===== config.mk =====
export PLATFORM = sky130hd
export DESIGN_NAME = seq_mag_comparator
export DESIGN_NICKNAME = d
export VERILOG_FILES = /design/src/rtl/seq_mag_comparator.sv
export SDC_FILE = /design/constraint.sdc
export NUM_CORES = 1
export LEC_CHECK = 0
export BUFFER_PORTS_ARGS = -buffer_cell sky130_fd_sc_hd__buf_4
export CORE_ASPECT_RATIO = 1.25
export CORE_MARGIN = 2
export CORE_UTILIZATION = 45
export DETAILED_ROUTE_END_ITERATION = 10
export PLACE_DENSITY = 0.68
export SYNTH_ARGS = -nofsm -noshare
export SYNTH_HDL_FRONTEND = slang
export SYNTH_SLANG_ARGS = --single-unit

===== constraint.sdc =====
create_clock -name clk -period 2.7 [get_ports clk]
set_input_delay 0.54 -clock clk [delete_from_list [all_inputs] [get_ports clk]]
set_output_delay 0.54 -clock clk [all_outputs]
set_load 0.05 [all_outputs]

===== src/rtl/seq_mag_comparator.sv =====
// -----------------------------------------------------------------------------
// seq_mag_comparator
//
// Multi-cycle magnitude comparator. Two WIDTH-bit operands are compared CHUNK
// bits per clock, most significant chunk first. Signed (two's complement) and
// unsigned compares are selectable per operation. With EARLY_EXIT=1 the compare
// stops on the first differing chunk. With EARLY_EXIT=0 it always takes
// WIDTH/CHUNK cycles. WIDTH must be a multiple of CHUNK.
//
// Ports:
//   clk          rising-edge clock
//   rst_n        synchronous active-low reset
//   start        request a compare, sampled only while busy=0
//   signed_mode  1 = two's complement compare, sampled with start
//   x, y         operands, sampled with start
//   busy         compare in progress
//   done         one-cycle pulse on the edge the result flags update
//   ceq/clt/cgt  x==y / x<y / x>y, registered and held between operations
//   cycles       chunk-compare cycles used by the last operation, held
// -----------------------------------------------------------------------------
module seq_mag_comparator #(
    parameter int unsigned WIDTH      = 16,
    parameter int unsigned CHUNK      = 4,
    parameter int unsigned EARLY_EXIT = 1
) (
    input  logic                                 clk,
    input  logic                                 rst_n,
    input  logic                                 start,
    input  logic                                 signed_mode,
    input  logic [WIDTH-1:0]                     x,
    input  logic [WIDTH-1:0]                     y,
    output logic                                 busy,
    output logic                                 done,
    output logic                                 ceq,
    output logic                                 clt,
    output logic                                 cgt,
    output logic [$clog2(WIDTH/CHUNK+1)-1:0]     cycles
);

    localparam int unsigned NChunk = WIDTH / CHUNK;
    localparam int unsigned IdxW   = (NChunk > 1) ? $clog2(NChunk) : 1;
    localparam int unsigned CntW   = $clog2(NChunk + 1);
    localparam logic [IdxW-1:0] IdxTop = IdxW'(NChunk - 1);

    typedef enum logic [0:0] {StIdle, StCmp} state_e;

    state_e            state_q, state_d;
    logic [WIDTH-1:0]  x_q, x_d;
    logic [WIDTH-1:0]  y_q, y_d;
    logic              sgn_q, sgn_d;
    logic [IdxW-1:0]   idx_q, idx_d;
    // decided_q: a higher chunk already differed; lt_q/gt_q hold that verdict
    logic              decided_q, decided_d;
    logic              lt_q, lt_d;
    logic              gt_q, gt_d;
    logic              busy_q, busy_d;
    logic              done_q, done_d;
    logic              ceq_q, ceq_d;
    logic              clt_q, clt_d;
    logic              cgt_q, cgt_d;
    logic [CntW-1:0]   cycles_q, cycles_d;

    logic [WIDTH-1:0]  x_shift, y_shift;
    logic [CHUNK-1:0]  x_chunk, y_chunk;
    logic              differs;
    logic              lt_now, gt_now;
    logic              finish;

    // Chunk select; in signed mode the sign bit of the top chunk is inverted so
    // that an unsigned compare of that chunk orders negative below positive.
    always_comb begin
        x_shift = x_q >> (idx_q * CHUNK);
        y_shift = y_q >> (idx_q * CHUNK);
        x_chunk = x_shift[CHUNK-1:0];
        y_chunk = y_shift[CHUNK-1:0];
        if (sgn_q && (idx_q == IdxTop)) begin
            x_chunk[CHUNK-1] = ~x_chunk[CHUNK-1];
            y_chunk[CHUNK-1] = ~y_chunk[CHUNK-1];
        end
    end

    always_comb begin
        state_d   = state_q;
        x_d       = x_q;
        y_d       = y_q;
        sgn_d     = sgn_q;
        idx_d     = idx_q;
        decided_d = decided_q;
        lt_d      = lt_q;
        gt_d      = gt_q;
        busy_d    = busy_q;
        done_d    = 1'b0;
        ceq_d     = ceq_q;
        clt_d     = clt_q;
        cgt_d     = cgt_q;
        cycles_d  = cycles_q;

        differs = (x_chunk != y_chunk);
        // A verdict from a higher chunk is never overwritten by lower chunks.
        lt_now  = decided_q ? lt_q : (x_chunk < y_chunk);
        gt_now  = decided_q ? gt_q : (x_chunk > y_chunk);
        finish  = (differs && (EARLY_EXIT != 0)) || (idx_q == '0);

        case (state_q)
            StIdle: begin
                if (start) begin
                    x_d       = x;
                    y_d       = y;
                    sgn_d     = signed_mode;
                    idx_d     = IdxTop;
                    decided_d = 1'b0;
                    lt_d      = 1'b0;
                    gt_d      = 1'b0;
                    busy_d    = 1'b1;
                    state_d   = StCmp;
                end
            end
            StCmp: begin
                if (finish) begin
                    state_d  = StIdle;
                    busy_d   = 1'b0;
                    done_d   = 1'b1;
                    ceq_d    = ~lt_now & ~gt_now;
                    clt_d    = lt_now;
                    cgt_d    = gt_now;
                    // Chunks consumed so far, including this one.
                    cycles_d = CntW'(NChunk - 32'(idx_q));
                end else begin
                    idx_d     = idx_q - 1'b1;
                    lt_d      = lt_now;
                    gt_d      = gt_now;
                    decided_d = decided_q | differs;
                end
            end
            default: begin
                state_d = StIdle;
                busy_d  = 1'b0;
            end
        endcase
    end

    always_ff @(posedge clk) begin
        if (!rst_n) begin
            state_q   <= StIdle;
            x_q       <= '0;
            y_q       <= '0;
            sgn_q     <= 1'b0;
            idx_q     <= '0;
            decided_q <= 1'b0;
            lt_q      <= 1'b0;
            gt_q      <= 1'b0;
            busy_q    <= 1'b0;
            done_q    <= 1'b0;
            ceq_q     <= 1'b0;
            clt_q     <= 1'b0;
            cgt_q     <= 1'b0;
            cycles_q  <= '0;
        end else begin
            state_q   <= state_d;
            x_q       <= x_d;
            y_q       <= y_d;
            sgn_q     <= sgn_d;
            idx_q     <= idx_d;
            decided_q <= decided_d;
            lt_q      <= lt_d;
            gt_q      <= gt_d;
            busy_q    <= busy_d;
            done_q    <= done_d;
            ceq_q     <= ceq_d;
            clt_q     <= clt_d;
            cgt_q     <= cgt_d;
            cycles_q  <= cycles_d;
        end
    end

    assign busy   = busy_q;
    assign done   = done_q;
    assign ceq    = ceq_q;
    assign clt    = clt_q;
    assign cgt    = cgt_q;
    assign cycles = cycles_q;

endmodule


==> summary.json <==
{
  "timing.hold.ws": {"value": 0.458, "unit": "ns"},
  "syn-instance-count": {"value": 231},
  "synth.avg_cell_area": {"value": 8.75, "unit": "µm²"},
  "layout_worst_path_cycle_share": {"value": 89.8, "unit": "%"},
  "hold_viol": {"value": 0},
  "layout_min_cycle_time": {"value": 2.42, "unit": "ns"},
  "power_density": {"value": 641, "unit": "nW/µm²"},
  "route.antenna.remaining_nets": {"value": 0},
  "worst_pin_slew": {"value": 0.669, "unit": "ns"},
  "regArea": {"value": 942, "unit": "µm²"},
  "clock_sink_count": {"value": 47},
  "firstDrtPassIters": {"value": 4},
  "drt_iter0_markers": {"value": 114},
  "worst_setup_path_start_kind": {"value": "flip-flop"},
  "wire_length_of_the_first_global_routing_pass": {"value": 7100, "unit": "µm"},
  "synthDominantAreaCellType": {"value": "sky130_fd_sc_hd__dfxtp_1"},
  "timing.fmax": {"value": 412, "unit": "MHz"},
  "synth-seq-area-share": {"value": 46.6, "unit": "%"},
  "worst_skew_pair.late_latency": {"value": 0.29, "unit": "ns"},
  "synth_async_sr_flop_share": {"value": 0, "unit": "%"},
  "final_core_util": {"value": 57.8, "unit": "%"},
  "netlist_top_cells_count": {"value": "sky130_fd_sc_hd__nand2_1, sky130_fd_sc_hd__dfxtp_1, sky130_fd_sc_hd__a21oi_1"},
  "synth_top_flop_cell": {"value": "sky130_fd_sc_hd__dfxtp_1"},
  "root_buffer": {"value": "sky130_fd_sc_hd__clkbuf_8"},
  "synthDominantCellAreaShare": {"value": 46.6, "unit": "%"},
  "setup-tns-final": {"value": 0, "unit": "ns"},
  "ff2ff_setup_slack": {"value": 0.28, "unit": "ns"},
  "critical_path_peak_fanout": {"value": 7},
  "p_leak": {"value": 1.05, "unit": "nW"},
  "design_power_total": {"value": 1.61, "unit": "mW"},
  "grt_usage": {"value": 18.3, "unit": "%"},
  "cts_max_path_buffers": {"value": 2},
  "routedWlPerCell": {"value": 12.5, "unit": "µm"},
  "worst_ep_arrival_time": {"value": 2.58, "unit": "ns"},
  "cp_data_required_time": {"value": 2.86, "unit": "ns"},
  "cts.htree.levels": {"value": 2},
  "dpl-instance-area": {"value": 2410, "unit": "µm²"},
  "timing.clock.skew": {"value": 0.00308, "unit": "ns"},
  "post_synth_edffs": {"value": 0},
  "slew_violations": {"value": 0},
  "dr_total_vias": {"value": 1718},
  "fp-row-count": {"value": 27},
  "max-slew-margin-rel": {"value": 55.2, "unit": "%"},
  "maxCapViolations": {"value": 0},
  "finalNetCount": {"value": 317},
  "ys_seq_elements": {"value": 47},
  "grt_overflow": {"value": 0},
  "synth_top_cells_by_area": {"value": "sky130_fd_sc_hd__dfxtp_1, sky130_fd_sc_hd__nand2_1, sky130_fd_sc_hd__a21oi_1"},
  "die_w": {"value": 63.9, "unit": "µm"},
  "report.final.setup_viol": {"value": 0},
  "status": {"value": "finished clean"},
  "syn_nets": {"value": 273},
  "max-vdd-ir-drop": {"value": 0.351, "unit": "mV"},
  "routed_wl": {"value": 4170, "unit": "µm"},
  "floorplan.die_area": {"value": 5050, "unit": "µm²"},
  "start_util": {"value": 46.4, "unit": "%"},
  "maximum_number_of_pins_on_one_net_before_global_route_repair": {"value": 38},
  "numPortBuffers": {"value": 43},
  "hold_wc_path_type": {"value": "reg -> reg"},
  "core_region_area": {"value": 4360, "unit": "µm²"},
  "post-dp-hpwl": {"value": 3020, "unit": "µm"},
  "cts_tree": {"value": "yes"},
  "drc_violations_left": {"value": 0},
  "routed_via_density": {"value": 5.16},
  "endpoint_class_of_the_critical_path": {"value": "flip-flop"},
  "ioPinCount": {"value": 44},
  "yosysMostFrequentCell": {"value": "sky130_fd_sc_hd__nand2_1"},
  "netlist-cell-type-count": {"value": 30},
  "antenna_violations_before_repair": {"value": 0},
  "insertedDiodeCount": {"value": 0},
  "final_replace_weighted_congestion": {"value": 0.854},
  "tritoncts.num_buffers": {"value": 5},
  "synth.yosys.warnings": {"value": 0},
  "dieHeight": {"value": 78.9, "unit": "µm"},
  "share_of_post_route_cells_with_drive_strength_above_1": {"value": 25.5, "unit": "%"},
  "netlist_area": {"value": 2020, "unit": "µm²"},
  "rsz0062_at_grt": {"value": "no"},
  "syn2layout_area_growth": {"value": 24.6, "unit": "%"},
  "final_instance_area": {"value": 2520, "unit": "µm²"},
  "multi_input_area": {"value": 987, "unit": "µm²"},
  "worst_setup_hold_path_clk_slew": {"value": 0.08, "unit": "ns"},
  "num-fill-cells": {"value": 410},
  "grt_pass1_vias": {"value": 1546},
  "critPathKind": {"value": "reg -> reg"}
}
==> registers in the layout (all words and copies together), names as in the netlist, 2 cells and up <==
signal and flops:
x_q 16, y_q 16, cycles 3, idx_q 2
==> power by group <==
part / total, mW / internal [mW] / switching (mW)
clock: 0.489 / 0.271 / 0.218
combinational: 0.352 / 0.159 / 0.193
sequential: 0.774 / 0.741 / 0.0334
==> metrics by stage <==
step                      cells  worst slack [ns]
final                       333             0.275
after global routing        333            0.0254
after global placement      326             0.212
after detailed placement    326             0.157
after floorplan             231             0.414
after CTS                   333             0.130
==> final cells by class <==
| cell class | instances | share of cell area [%] |
|---|---|---|
| multi-input cells | 163 | 39.2 |
| flip-flops and latches | 47 | 37.4 |
| repair buffers | 52 | 15.5 |
| clock buffers | 6 | 2.88 |
| well taps | 58 | 2.88 |
| clock inverters | 1 | 1.19 |
| inverters | 6 | 0.895 |
==> metal layers <==
metal  track usage [%]  wire length [µm]  vias to the layer above
met5                 0                 0                        -
met1              22.5              1830                      800
li1                  -                 -                      869
met3              5.24               168                        8
met4              9.13               109                        0
met2              29.2              2060                       41
==> cell families after synthesis <==
kind of cell             count (synthesis)  synth area share (%)
AND/OR/NAND/NOR                         94                  20.6
AO/OA/AOI/OAI                           52                  14.1
flip-flops                              47                  46.6
buffers and inverters                   21                  4.71
multiplexers                             9                  9.41
adder cells (fa/ha/maj)                  6                  3.72
XOR/XNOR                                 2                 0.867
==> layout by cell type (no fill, tap or decap), types with 2 or more instances in the layout <==
| master | instances |
|---|---|
| sky130_fd_sc_hd__a21oi_1 | 39 |
| sky130_fd_sc_hd__mux4_2 | 8 |
| sky130_fd_sc_hd__o21ai_0 | 4 |
| sky130_fd_sc_hd__ha_1 | 6 |
| sky130_fd_sc_hd__a41o_1 | 2 |
| sky130_fd_sc_hd__buf_4 | 52 |
| sky130_fd_sc_hd__o21a_1 | 2 |
| sky130_fd_sc_hd__nor2_1 | 5 |
| sky130_fd_sc_hd__and3_1 | 3 |
| sky130_fd_sc_hd__a211oi_1 | 2 |
| sky130_fd_sc_hd__dfxtp_1 | 46 |
| sky130_fd_sc_hd__nor3_1 | 3 |
| sky130_fd_sc_hd__clkbuf_8 | 5 |
| sky130_fd_sc_hd__nand2b_1 | 2 |
| sky130_fd_sc_hd__inv_1 | 5 |
| sky130_fd_sc_hd__nand2_1 | 74 |
==> worst paths after layout <==
check / from / end / cells after the start
worst max-delay path: idx_q[0]$_SDFFE_PN0P_ / lt_q$_SDFFE_PN0P_ / 7
worst max register to register: idx_q[0]$_SDFFE_PN0P_ / lt_q$_SDFFE_PN0P_ / 7
worst min-delay path: y_q[11]$_SDFFE_PN0P_ / y_q[11]$_SDFFE_PN0P_ / 2
worst min register to register: y_q[11]$_SDFFE_PN0P_ / y_q[11]$_SDFFE_PN0P_ / 2
==> repair_timing <==
action                     in CTS  in global routing
gates resized for setup         0                  1
setup buffers                   0                  0
setup endpoints to repair       0                  7
hold buffers                    0                  0
==> worst max-delay path: stages, from the launching register on <==
cell and delay [ns]:
sky130_fd_sc_hd__dfxtp_2 0.45, sky130_fd_sc_hd__buf_4 0.19, sky130_fd_sc_hd__mux4_2 0.50, sky130_fd_sc_hd__ha_1 0.35, sky130_fd_sc_hd__nand4_4 0.16, sky130_fd_sc_hd__nor3b_4 0.36
sky130_fd_sc_hd__nand4b_1 0.16, sky130_fd_sc_hd__o311ai_0 0.13
(Power assumes the default switching activity.)
